File: src/rtl/greensc_ctrl_if.sv
// rtl/greensc_ctrl_if.sv - pixel stream bundle (frame sync, pixel valid, RGB) for the keyer
interface greensc_ctrl_if;
  logic       vs;
  logic       de;
  logic [7:0] r;
  logic [7:0] g;
  logic [7:0] b;

  modport master (output vs, de, r, g, b);
  modport slave  (input  vs, de, r, g, b);
endinterface

File: src/rtl/greensc_ctrl.sv
// rtl/greensc_ctrl.sv - green-screen keyer controller: frame-synced config, 2-stage keying pipe, keyed-pixel count
module greensc_ctrl #(
  parameter int          CNTW       = 20,
  parameter logic [24:0] THRESH_RST = 25'h0143DA,
  parameter logic        EN_RST     = 1'b1
) (
  input  logic             clk,
  input  logic             rst_n,
  greensc_ctrl_if.slave    pix_in,
  greensc_ctrl_if.master   pix_out,
  input  logic [24:0]      cfg_thresh,
  input  logic             cfg_en,
  input  logic             cfg_wr,
  output logic [24:0]      act_thresh,
  output logic             act_en,
  output logic [CNTW-1:0]  key_count,
  output logic             count_valid,
  output logic             running
);

  typedef enum logic {ST_WAIT, ST_RUN} state_t;

  localparam logic [CNTW-1:0] CNT_ONE = 1;

  state_t            state, state_nxt;
  logic              vs_q;
  logic              fs;
  logic [24:0]       pend_thresh;
  logic              pend_en;

  logic [7:0]        r1, g1, b1;
  logic              de1, vs1;
  logic signed [17:0] p1;
  logic signed [8:0]  db1;

  logic signed [8:0]  g_s, dr_c, db_c;
  logic signed [26:0] gr, thr_s;
  logic              key, key_hit;
  logic [CNTW-1:0]   cnt, cnt_inc;

  assign fs      = pix_in.vs & ~vs_q;
  assign running = (state == ST_RUN);

  always_ff @(posedge clk or negedge rst_n) begin
    if (!rst_n) begin
      state <= ST_WAIT;
      vs_q  <= 1'b0;
    end else begin
      state <= state_nxt;
      vs_q  <= pix_in.vs;
    end
  end

  always_comb begin
    state_nxt = state;
    if (state == ST_WAIT && fs)
      state_nxt = ST_RUN;
  end

  // A write landing on the frame-start cycle bypasses the pending regs.
  always_ff @(posedge clk or negedge rst_n) begin
    if (!rst_n) begin
      pend_thresh <= THRESH_RST;
      pend_en     <= EN_RST;
      act_thresh  <= THRESH_RST;
      act_en      <= EN_RST;
    end else begin
      if (cfg_wr) begin
        pend_thresh <= cfg_thresh;
        pend_en     <= cfg_en;
      end
      if (fs) begin
        act_thresh <= cfg_wr ? cfg_thresh : pend_thresh;
        act_en     <= cfg_wr ? cfg_en     : pend_en;
      end
    end
  end

  assign g_s  = $signed({1'b0, pix_in.g});
  assign dr_c = g_s - $signed({1'b0, pix_in.r});
  assign db_c = g_s - $signed({1'b0, pix_in.b});

  always_ff @(posedge clk or negedge rst_n) begin
    if (!rst_n) begin
      r1  <= '0;
      g1  <= '0;
      b1  <= '0;
      p1  <= '0;
      db1 <= '0;
      de1 <= 1'b0;
      vs1 <= 1'b0;
    end else begin
      de1 <= pix_in.de;
      vs1 <= pix_in.vs;
      if (pix_in.de) begin
        r1  <= pix_in.r;
        g1  <= pix_in.g;
        b1  <= pix_in.b;
        p1  <= 18'(g_s) * 18'(dr_c);
        db1 <= db_c;
      end
    end
  end

  assign gr      = 27'(p1) * 27'(db1);
  assign thr_s   = $signed({2'b00, act_thresh});
  assign key     = act_en & (gr > thr_s);
  assign key_hit = de1 & key;
  assign cnt_inc = (key_hit && cnt != '1) ? cnt + CNT_ONE : cnt;

  // The pixel sitting in S2 on the frame-start cycle still belongs to the closing frame.
  always_ff @(posedge clk or negedge rst_n) begin
    if (!rst_n) begin
      cnt         <= '0;
      key_count   <= '0;
      count_valid <= 1'b0;
    end else begin
      count_valid <= 1'b0;
      if (state == ST_RUN) begin
        if (fs) begin
          key_count   <= cnt_inc;
          count_valid <= 1'b1;
          cnt         <= '0;
        end else begin
          cnt <= cnt_inc;
        end
      end
    end
  end

  always_ff @(posedge clk or negedge rst_n) begin
    if (!rst_n) begin
      pix_out.vs <= 1'b0;
      pix_out.de <= 1'b0;
      pix_out.r  <= '0;
      pix_out.g  <= '0;
      pix_out.b  <= '0;
    end else begin
      pix_out.vs <= vs1;
      pix_out.de <= de1 & running;
      if (de1) begin
        pix_out.r <= key ? 8'd0 : r1;
        pix_out.g <= key ? 8'd0 : g1;
        pix_out.b <= key ? 8'd0 : b1;
      end
    end
  end

endmodule

File: src/flat_wrapper.sv
// flat-port wrapper written by rule: the top's interface ports become plain ports
module greensc_ctrl_flat 
#(
  parameter int          CNTW       = 20,
  parameter logic [24:0] THRESH_RST = 25'h0143DA,
  parameter logic        EN_RST     = 1'b1
)
  (clk, rst_n, cfg_thresh, cfg_en, cfg_wr, act_thresh, act_en, key_count, count_valid, running, pix_in_vs, pix_in_de, pix_in_r, pix_in_g, pix_in_b, pix_out_vs, pix_out_de, pix_out_r, pix_out_g, pix_out_b);
  greensc_ctrl_if pix_in_i ();
  greensc_ctrl_if pix_out_i ();
  input  logic clk;
  input  logic rst_n;
  input  logic [24:0] cfg_thresh;
  input  logic cfg_en;
  input  logic cfg_wr;
  output logic [24:0] act_thresh;
  output logic act_en;
  output logic [CNTW-1:0] key_count;
  output logic count_valid;
  output logic running;
  input wire logic [$bits(pix_in_i.vs)-1:0] pix_in_vs;
  input wire logic [$bits(pix_in_i.de)-1:0] pix_in_de;
  input wire logic [$bits(pix_in_i.r)-1:0] pix_in_r;
  input wire logic [$bits(pix_in_i.g)-1:0] pix_in_g;
  input wire logic [$bits(pix_in_i.b)-1:0] pix_in_b;
  output wire logic [$bits(pix_out_i.vs)-1:0] pix_out_vs;
  output wire logic [$bits(pix_out_i.de)-1:0] pix_out_de;
  output wire logic [$bits(pix_out_i.r)-1:0] pix_out_r;
  output wire logic [$bits(pix_out_i.g)-1:0] pix_out_g;
  output wire logic [$bits(pix_out_i.b)-1:0] pix_out_b;
  assign pix_in_i.vs = pix_in_vs;
  assign pix_in_i.de = pix_in_de;
  assign pix_in_i.r = pix_in_r;
  assign pix_in_i.g = pix_in_g;
  assign pix_in_i.b = pix_in_b;
  assign pix_out_vs = pix_out_i.vs;
  assign pix_out_de = pix_out_i.de;
  assign pix_out_r = pix_out_i.r;
  assign pix_out_g = pix_out_i.g;
  assign pix_out_b = pix_out_i.b;
  greensc_ctrl #(.CNTW(CNTW), .THRESH_RST(THRESH_RST), .EN_RST(EN_RST)) u_core (.clk(clk), .rst_n(rst_n), .pix_in(pix_in_i), .pix_out(pix_out_i), .cfg_thresh(cfg_thresh), .cfg_en(cfg_en), .cfg_wr(cfg_wr), .act_thresh(act_thresh), .act_en(act_en), .key_count(key_count), .count_valid(count_valid), .running(running));
endmodule
File: config.mk
export PLATFORM = sky130hd
export DESIGN_NAME = greensc_ctrl_flat
export DESIGN_NICKNAME = d
export VERILOG_FILES = /design/src/rtl/greensc_ctrl_if.sv /design/src/rtl/greensc_ctrl.sv /design/src/flat_wrapper.sv
export SDC_FILE = /design/constraint.sdc
export NUM_CORES = 1
export LEC_CHECK = 0
export BUFFER_PORTS_ARGS = -buffer_cell sky130_fd_sc_hd__buf_4
export CAP_MARGIN = 5
export CORE_ASPECT_RATIO = 0.7
export CORE_UTILIZATION = 45
export CTS_BUF_LIST = sky130_fd_sc_hd__clkbuf_8
export DETAILED_ROUTE_END_ITERATION = 12
export PLACE_DENSITY = 0.75
export SLEW_MARGIN = 0
export SYNTH_ARGS = -nofsm -noshare
export SYNTH_HDL_FRONTEND = slang
export SYNTH_SLANG_ARGS = --single-unit
File: constraint.sdc
create_clock -name clk -period 7.6 [get_ports clk]
set_input_delay 0.76 -clock clk [delete_from_list [all_inputs] [get_ports clk]]
set_output_delay 0.76 -clock clk [all_outputs]
set_load 0.01 [all_outputs]
==> impl_metrics.env <==
export IMPL_row_count=57
export IMPL_place_gp_congestion=0.887
export IMPL_clk_latency_ns=0.50
export IMPL_wl_per_cell_um=17.4
export IMPL_synth_compound_area_share_pct=10.5
export IMPL_die_area_um2=37100
export IMPL_min_period_ns=7.50
export IMPL_diodes=0
export IMPL_crit_path_end_kind="register"
export IMPL_max_stage_delay_ns=0.58
export IMPL_cts_root_buffer="clkbuf_8"
export IMPL_status="completed"
export IMPL_die_y_um=161
export IMPL_clock_sinks=173
export IMPL_wl_um=40000
export IMPL_cts_buffers=17
export IMPL_final_area_um2=19100
export IMPL_criticalPathCategory="reg2reg"
export IMPL_io_pins=129
export IMPL_drt_initial_drc_count=941
export IMPL_hold_violations=0
export IMPL_post_place_cells=2228
export IMPL_max_freq_mhz=133
export IMPL_worst_path_buf_inv=6
export IMPL_synthArstFlopShare_pct=100
export IMPL_ys_flop_type="dfrtp_1"
export IMPL_crit_top_cell="fa_1"
export IMPL_drive_gt1_share_pct=22.5
export IMPL_placedInstanceArea_um2=17900
export IMPL_nNetsFinal=2201
export IMPL_synth_edf_count=0
export IMPL_r2r_start="u_core.db1[5]"
export IMPL_die_x_um=230
export IMPL_crit_family="adder cells"
export IMPL_crit_fanout=6
export IMPL_yosys_area_share_simple_pct=15.3
export IMPL_grt_pass1_wl_um=64900
export IMPL_syn_area_um2=16300
export IMPL_syn_avg_cell_area_um2=9.77
export IMPL_synthXorXnorAreaFrac_pct=2.30
export IMPL_dr_pass1_iters=5
export IMPL_timing_hold_ws_ns=0.137
export IMPL_final_cells=2300
export IMPL_yosysSeqAreaShare_pct=26.6
export IMPL_yosys_warnings=0
export IMPL_dp_hpwl_um=29400
export IMPL_vias=12700
export IMPL_cts_tree="built"
export IMPL_synth_fa_ha_area_share_pct=33.4
export IMPL_portBuffers=128
export IMPL_fin_crit_sh_pct=98.6
export IMPL_viasPerCell=5.54
export IMPL_cp_arrival_ns=7.89
export IMPL_synth_distinct_cells=62
export IMPL_clkTransAtPathRegs_ns=0.11
export IMPL_netlist_instances=1673
export IMPL_grt_usage_pct=21.6
export IMPL_initial_core_util_pct=46.4
export IMPL_antenna_found_initial=0
export IMPL_critPathLaunch="u_core.db1[5]"
export IMPL_drc=0
export IMPL_postRouteAntennaNets=0
export IMPL_max_slew_margin_pct=36.3
export IMPL_drv_cap=0
export IMPL_slew_violations=0
export IMPL_max_slew_worst_pin_slew_ns=0.956
export IMPL_skew_ns=0.0216
export IMPL_syn_nets=2058
export IMPL_grt_overflow_total=0
export IMPL_cts_buffer_depth=2
export IMPL_grt_pass1_vias=12800
export IMPL_fillers=3052
export IMPL_setup_viol=0
export IMPL_synth_mux_area_fraction_pct=4.94
export IMPL_holdCritPathClass="in2async"
export IMPL_core_area_um2=35200
export IMPL_startpoint_type="register"
export IMPL_required_ns=8.00
export IMPL_synth_top_family_by_area="adder cells"
export IMPL_h_tree_depth=4
export IMPL_grt_max_degree=73
export IMPL_ys_ff_latch=173
export IMPL_cp_slowest_cell="fa_1"
export IMPL_synthToLayoutAreaGrowth_pct=17.0
==> stage by stage <==
step,worst slack [ns],TNS [ns],utilization (%)
2_1_floorplan,0.263,0,-
5_1_grt,-0.128,-2.69,54.3
4_1_cts,-0.0157,-0.0157,52.5
6_report,0.103,0,54.3
3_3_place_gp,-0.552,-20.16,50.8
3_5_place_dp,-0.609,-23.22,50.8
==> routing by layer <==
layer	up-vias	track usage, %	routed length (µm)
met1	6459	31.3	18000
met2	413	34.2	18900
li1	5838	-	-
met5	-	0	0
met3	33	3.50	2650
met4	0	4.64	406
==> final cells by class <==
type	instances	area (µm²)	share of cell area (%)
Clock buffer	17	234	1.22
Tap cell	472	591	3.09
Multi-Input combinational cell	1202	11300	59.0
Inverter	215	807	4.22
Sequential cell	173	4380	22.9
Timing Repair Buffer	207	1610	8.42
Clock inverter	14	231	1.21
==> Yosys cell counts (23+ instances only) <==
master	count	area, µm²
a21oi_1	48	240
a22o_1	24	210
a31oi_1	23	144
and2_1	105	657
clkbuf_1	71	267
dfrtp_1	153	3830
fa_1	178	3560
ha_1	152	1900
inv_1	213	800
mux2_2	70	788
nand2_1	185	694
nand3_1	33	165
nor2_1	70	263
o21ai_0	48	240
xnor2_1	32	280
==> final timing paths <==
| check | depth (start not counted) | slack, ns | endpoint |
|---|---|---|---|
| hold / removal | 1 | 0.14 | u_core.pend_thresh[5] |
| max in group asynchronous | 2 | 6.17 | u_core.b1[0] |
| setup reg to reg | 28 | 0.10 | u_core.cnt[2] |
| min in group clk | 1 | 0.40 | u_core.vs_q |
| hold reg to reg | 0 | 0.48 | u_core.pix_out.vs |
| setup / recovery | 28 | 0.10 | u_core.cnt[2] |
==> layout by cell type, fill, tap and decap left out, drive strengths merged, types with 7 or more instances in the layout <==
cell type | netlist | final
a211o | 12 | 12
a21o | 11 | 11
a21oi | 49 | 49
a22o | 24 | 24
a31oi | 23 | 23
and2 | 105 | 105
and3 | 13 | 13
and4 | 9 | 9
buf | 13 | 204
clkbuf | 71 | 20
dfrtp | 153 | 153
dfstp | 20 | 20
fa | 178 | 178
ha | 152 | 152
inv | 214 | 220
mux2 | 70 | 70
nand2 | 185 | 185
nand2b | 16 | 16
nand3 | 33 | 33
nand4 | 18 | 18
nor2 | 70 | 70
nor2b | 11 | 11
nor3 | 16 | 16
o211ai | 8 | 8
o21a | 9 | 9
o21ai | 55 | 55
o21bai | 9 | 9
o31ai | 13 | 13
or4 | 7 | 7
xnor2 | 32 | 32
xor2 | 11 | 11
==> flip-flops by register name, summed over array words and instances (netlist names), 9 cells and up <==
| register | cells |
|---|---|
| u_core.act_thresh | 25 |
| u_core.pend_thresh | 25 |
| u_core.cnt | 20 |
| u_core.key_count | 20 |
| u_core.p1 | 18 |
| u_core.db1 | 9 |
==> cell families (layout without fill, tap and decap cells) <==
kind of cell / count (synthesis) / after routing
fa+ha+maj: 330 / 330
mux: 72 / 72
flops: 173 / 173
simple gates: 504 / 504
buf+inv: 299 / 453
compound gates: 252 / 253
xor+xnor: 43 / 43
==> what timing repair did <==
action,CTS,global route
cloned,2,1
pin swaps,4,32
setup endpoints to repair,64,64
hold buffers,0,0
resized for setup,25,72
setup buffers,8,31
Power is not shown: default switching activity piles up to over one toggle a cycle in this logic, so the estimate is an artifact.
